**config.mk**
```make
export PLATFORM = sky130hd
export DESIGN_NAME = seq_divider
export DESIGN_NICKNAME = d
export VERILOG_FILES = /design/src/rtl/seq_divider.sv
export SDC_FILE = /design/constraint.sdc
export NUM_CORES = 1
export LEC_CHECK = 0
export ABC_AREA = 1
export BUFFER_PORTS_ARGS = -buffer_cell sky130_fd_sc_hd__clkbuf_2
export CORE_UTILIZATION = 58
export CTS_CLUSTER_SIZE = 16
export DETAILED_ROUTE_END_ITERATION = 10
export PLACE_DENSITY = 0.81
export SETUP_SLACK_MARGIN = 0.3
export SYNTH_ARGS = -nofsm -noshare
export SYNTH_HDL_FRONTEND = slang
export SYNTH_SLANG_ARGS = --single-unit
```
**constraint.sdc**
```tcl
create_clock -name clk -period 2.1 [get_ports clk]
set_input_delay 0.21 -clock clk [delete_from_list [all_inputs] [get_ports clk]]
set_output_delay 0.21 -clock clk [all_outputs]
set_load 0.05 [all_outputs]
```
**src/rtl/seq_divider.sv**
```systemverilog
// Multi-cycle restoring divider, BITS_PER_CYCLE quotient bits per clock.
// Define DIV_SIGNED_EN to add the signed_mode port (two's complement divide).
module seq_divider #(
    parameter int N              = 32,
    parameter int BITS_PER_CYCLE = 1
) (
    input  logic         clk,
    input  logic         reset,
    input  logic         in_valid,
    output logic         in_ready,
    input  logic [N-1:0] dividend,
    input  logic [N-1:0] divisor,
`ifdef DIV_SIGNED_EN
    input  logic         signed_mode,
`endif
    output logic         out_valid,
    input  logic         out_ready,
    output logic [N-1:0] quotient,
    output logic [N-1:0] remainder,
    output logic         div_by_zero
);

    localparam int ITERS = N / BITS_PER_CYCLE;
    localparam int CW    = $clog2(ITERS + 1);

    generate
        if ((N < 2) || (BITS_PER_CYCLE < 1) ||
            (N % BITS_PER_CYCLE != 0)) begin : g_bad_cfg
            $error("seq_divider: BITS_PER_CYCLE must divide N");
        end
    endgenerate

    typedef enum logic [1:0] {
        IDLE,
        CALC,
        DONE
    } state_t;

    state_t state;
    state_t state_n;

    logic [CW-1:0] cnt;
    logic [N:0]    rem;
    logic [N-1:0]  qsh;
    logic [N-1:0]  dvsr;

    logic          accept;
    logic          zero_div;
    logic          last;
    logic [N-1:0]  a_mag;
    logic [N-1:0]  b_mag;
    logic [N:0]    rem_n;
    logic [N-1:0]  qsh_n;
    logic [N+1:0]  trial;
    logic [N-1:0]  q_fin;
    logic [N-1:0]  r_fin;

`ifdef DIV_SIGNED_EN
    logic          neg_q;
    logic          neg_r;
    logic          neg_q_in;
    logic          neg_r_in;
    logic          neg_d_in;

    assign neg_r_in = signed_mode & dividend[N-1];
    assign neg_d_in = signed_mode & divisor[N-1];
    assign neg_q_in = neg_r_in ^ neg_d_in;
    assign a_mag    = neg_r_in ? -dividend : dividend;
    assign b_mag    = neg_d_in ? -divisor : divisor;
    assign q_fin    = neg_q ? -qsh_n : qsh_n;
    assign r_fin    = neg_r ? -rem_n[N-1:0] : rem_n[N-1:0];
`else
    assign a_mag    = dividend;
    assign b_mag    = divisor;
    assign q_fin    = qsh_n;
    assign r_fin    = rem_n[N-1:0];
`endif

    assign in_ready  = (state == IDLE);
    assign out_valid = (state == DONE);
    assign accept    = in_valid & in_ready;
    assign zero_div  = (divisor == '0);
    assign last      = (cnt == CW'(1));

    // qsh holds unconsumed dividend bits at the top, quotient bits enter at the bottom
    always_comb begin
        rem_n = rem;
        qsh_n = qsh;
        trial = '0;
        for (int k = 0; k < BITS_PER_CYCLE; k++) begin
            rem_n = {rem_n[N-1:0], qsh_n[N-1]};
            qsh_n = {qsh_n[N-2:0], 1'b0};
            trial = {1'b0, rem_n} - {2'b00, dvsr};
            if (!trial[N+1]) begin
                rem_n    = trial[N:0];
                qsh_n[0] = 1'b1;
            end
        end
    end

    always_ff @(posedge clk) begin
        if (reset) begin
            state <= IDLE;
        end else begin
            state <= state_n;
        end
    end

    always_comb begin
        state_n = state;
        unique case (state)
            IDLE: begin
                if (accept) begin
                    state_n = zero_div ? DONE : CALC;
                end
            end
            CALC: begin
                if (last) begin
                    state_n = DONE;
                end
            end
            DONE: begin
                if (out_ready) begin
                    state_n = IDLE;
                end
            end
            default: state_n = IDLE;
        endcase
    end

    always_ff @(posedge clk) begin
        if (reset) begin
            cnt         <= '0;
            rem         <= '0;
            qsh         <= '0;
            dvsr        <= '0;
            quotient    <= '0;
            remainder   <= '0;
            div_by_zero <= 1'b0;
`ifdef DIV_SIGNED_EN
            neg_q       <= 1'b0;
            neg_r       <= 1'b0;
`endif
        end else begin
            unique case (1'b1)
                accept: begin
                    cnt         <= CW'(ITERS);
                    rem         <= '0;
                    qsh         <= a_mag;
                    dvsr        <= b_mag;
                    div_by_zero <= zero_div;
`ifdef DIV_SIGNED_EN
                    neg_q       <= neg_q_in;
                    neg_r       <= neg_r_in;
`endif
                    if (zero_div) begin
                        quotient  <= '1;
                        remainder <= dividend;
                    end
                end
                (state == CALC): begin
                    cnt <= cnt - CW'(1);
                    rem <= rem_n;
                    qsh <= qsh_n;
                    if (last) begin
                        quotient  <= q_fin;
                        remainder <= r_fin;
                    end
                end
                default: begin
                end
            endcase
        end
    end

endmodule

```
==> run summary <==
final worst hold slack: 6.43 ps
average routed wire per standard cell: 19.2 µm
Yosys warning count: 0
antenna violations before repair: 1
number of failing setup endpoints in the final timing report: 66
TritonCTS clock tree: built
number of max-cap violations: 0
largest net degree at the start of global routing: 67
switching fraction of total power: 44.2%
total global-route track usage: 41.5%
number of enable flip-flop cells after synthesis: 0
hold-fix buffers at CTS: 0
leading register cell type out of synthesis: sky130_fd_sc_hd__dfxtp_1
via total after detailed routing: 11900
Power per Cell Area: 915 nW/µm²
placement row count: 46
Final WS setup: -423 ps
share of the yosys chip area belonging to registers: 35.1%
routed wl met2: 16.7 mm
netlist area before placement: 9630 µm²
Max Slew Vio Count: 0
clock latency reported for the late side of the worst-skew pair: 460 ps
number of antenna-violating nets in the routed design: 0
type of destination of the critical path: flip-flop
count of input and output buffers: 134
syn_nets: 1634
path class of the lowest-slack min-delay path: in -> reg
# clock sinks: 169
synthesis-to-finish area growth: 40.1%
relative contribution of combinational cells to total power: 41.7%
count of unique library cells instantiated by Yosys: 36
leakage component of the power: 6.99 nW
number of hold violations in the final report: 0
critical path arrival: 2930 ps
DRC violation count after routing: 0
violations in the final reports: negative setup slack
unrepaired setup endpoints after global routing: true
number of global-route vias before repair: 10800
Post-layout nets: 1844
core area: 16100 µm²
Highest Signal Layer: met5
first-pass GRT wire length: 53.7 mm
detailed-route vias per instance: 6.04
Die H: 131 µm
post-synthesis async set-or-reset flop share: 0%
Longest Clk Path Bufs: 2
status: complete, but fails checks
Iteration-0 DRC Markers: 1588
Psw: 5.45 mW
critical path startpoint category: flip-flop
final critical-path required period: 2520 ps
TritonCTS Buffers: 17
length of routed met3 wiring: 4.16 mm
post-synthesis instance total: 1531
routability cong.: 0.972
sequential share of power: 32.4%
most frequent standard cell in the layout excluding fill and tap cells: sky130_fd_sc_hd__nand2_1
Die Span X: 131 µm
final wirelength: 37.9 mm
number of storage elements in the synthesis netlist: 169
Tightest Pin Transition: 686 ps
H-tree depth reported by CTS: 4
top achievable clock speed: 396 MHz
internal power contribution: 6.89 mW
start-to-end type of the worst setup path: reg -> reg
worst setup skew after layout: 11.2 ps
Clk pwr share: 25.9%
drt first pass iters: 10
overall power: 12.3 mW
largest fanout on the critical path: 11
largest voltage drop on the vdd net: 735 µV
Top Ports: 135
clock edge transition at the registers on the reported setup and hold paths: 80 ps
DP HPWL: 21.4 mm
routed metal-1 wire length: 13.7 mm
worst max-slew margin expressed relative to the limit: 54.2%
global-route congestion overflow total: 0
Initial Utilization: 60.0%
number of filler cells placed in the layout: 956
Avg Cell Area, Syn: 6.29 µm²
part of the cycle the worst path needs: 120%
CP Data Required Time: 2510 ps
share of final-layout standard cells stronger than drive strength 1: 34.5%
area of the die: 17100 µm²
commonest non-fill, non-tap cells in the layout: sky130_fd_sc_hd__nand2_1, sky130_fd_sc_hd__inv_1, sky130_fd_sc_hd__nor2_1, sky130_fd_sc_hd__dfxtp_1, sky130_fd_sc_hd__clkbuf_2
Clock Root Buffer: sky130_fd_sc_hd__clkbuf_16
## repair_timing
item	CTS	global route
endpoints found under the setup margin	95	117
gates resized for setup	267	90
setup buffers	24	10
pin swaps	68	33
cloned	4	2
## path summary, 6_finish.rpt
check,start,endpoint,slack (ps),cells past startpoint
worst min-delay path,out_ready,state[1],6,4
worst min register to register,cnt[0],cnt[0],450,1
worst max register to register,dvsr[4],rem[13],-420,16
worst max-delay path,dvsr[4],rem[13],-420,16
## cells by family (layout without fill, tap and decap cells)
family                     Yosys count  after routing  share of synthesized area, %
buffers and inverters              296            518                          11.9
adders and majority gates           35             35                          4.63
AOI/OAI and AO/OA                  241            241                          13.4
and+or+nand+nor                    775            775                          33.6
DFF                                169            169                          35.1
other                                0              1                             0
xor gates and xnor gates            15             15                          1.36
## power by group through the flow
stage	Sequential [mW]	Combinational, mW	Clock, mW
after CTS	3.97	4.60	3.16
after global placement	4.01	4.00	0
after global routing	4.04	5.49	3.29
after floorplan	4.83	2.06	0
final	4.00	5.15	3.19
after detailed placement	4.02	4.06	0
## area by class of cell
cell class                 instances  area, µm²  area share, %
clock inverter                    14        158           1.17
inverter                         222        848           6.29
tap                              216        270           2.00
antenna                            1       2.50         0.0186
sequential                       169       3420           25.4
timing repair buffer             265       1870           13.9
clock buffer                      17        425           3.15
multi-input combinational       1066       6490           48.1
## cells in the mapped netlist (2+ instances only)
cell type / instances / area [µm²]
sky130_fd_sc_hd__buf_1: 6 / 22.5
sky130_fd_sc_hd__inv_2: 5 / 18.8
sky130_fd_sc_hd__nand2_1: 425 / 1600
sky130_fd_sc_hd__a31oi_1: 32 / 200
sky130_fd_sc_hd__o21a_1: 2 / 15.0
sky130_fd_sc_hd__nand2_2: 2 / 12.5
sky130_fd_sc_hd__inv_1: 217 / 815
sky130_fd_sc_hd__nand3b_1: 2 / 15.0
sky130_fd_sc_hd__o21ai_0: 95 / 475
sky130_fd_sc_hd__dfxtp_1: 169 / 3380
sky130_fd_sc_hd__nand3_1: 94 / 470
sky130_fd_sc_hd__nor2_1: 159 / 597
sky130_fd_sc_hd__nand3_2: 2 / 20.0
sky130_fd_sc_hd__ha_1: 34 / 425
sky130_fd_sc_hd__nor2_2: 2 / 12.5
sky130_fd_sc_hd__a21oi_1: 91 / 455
sky130_fd_sc_hd__nand4_1: 42 / 263
sky130_fd_sc_hd__nor3_1: 40 / 200
sky130_fd_sc_hd__xor2_1: 15 / 131
sky130_fd_sc_hd__clkbuf_1: 53 / 199
sky130_fd_sc_hd__and2_1: 3 / 18.8
sky130_fd_sc_hd__o21bai_1: 4 / 30.0
sky130_fd_sc_hd__buf_4: 5 / 37.5
sky130_fd_sc_hd__o21ai_1: 10 / 50.1
sky130_fd_sc_hd__buf_2: 10 / 50.1
sky130_fd_sc_hd__or2_2: 2 / 12.5
## sequential cells by signal (all words and copies together), names as in the netlist
name,cells
dvsr,32
qsh,32
quotient,32
rem,32
remainder,32
cnt,6
state,2
div_by_zero,1
## stage by stage
| step | utilization [%] | setup slack [ps] | cells | setup TNS (ps) | instance area (µm²) |
|---|---|---|---|---|---|
| 2_1_floorplan | - | 224 | 1531 | 0 | 9880 |
| 3_3_place_gp | 69.8 | -123 | 1898 | -562 | 11200 |
| 3_5_place_dp | 69.8 | -143 | 1898 | -1910 | 11200 |
| 4_1_cts | 81.0 | 88.8 | 1957 | 0 | 13000 |
| 5_1_grt | 84.0 | -465 | 1969 | -21130 | 13500 |
| 6_report | 84.0 | -423 | 1970 | -14050 | 13500 |
## worst max-delay path, stage by stage (launching register included)
cell and delay [ps]:
sky130_fd_sc_hd__dfxtp_1 330, sky130_fd_sc_hd__inv_2 60, sky130_fd_sc_hd__ha_4 260, sky130_fd_sc_hd__nand2_2 140
sky130_fd_sc_hd__inv_2 80, sky130_fd_sc_hd__nand2_4 90, sky130_fd_sc_hd__nand2_4 50, sky130_fd_sc_hd__nand2_2 90
sky130_fd_sc_hd__nand3_2 150, sky130_fd_sc_hd__nand2_2 140, sky130_fd_sc_hd__nand2_4 70, sky130_fd_sc_hd__nand2_4 100
sky130_fd_sc_hd__buf_4 200, sky130_fd_sc_hd__nand4_1 290, sky130_fd_sc_hd__nand3_2 300, sky130_fd_sc_hd__nand2_1 80
sky130_fd_sc_hd__inv_1 60
## per-layer routing
metal,vias to the layer above,track usage [%]
li1,5327,-
met5,-,0
met2,879,65.6
met4,4,26.0
met3,306,14.4
met1,5387,48.1
Note: power is estimated with default switching activity, not from simulation.
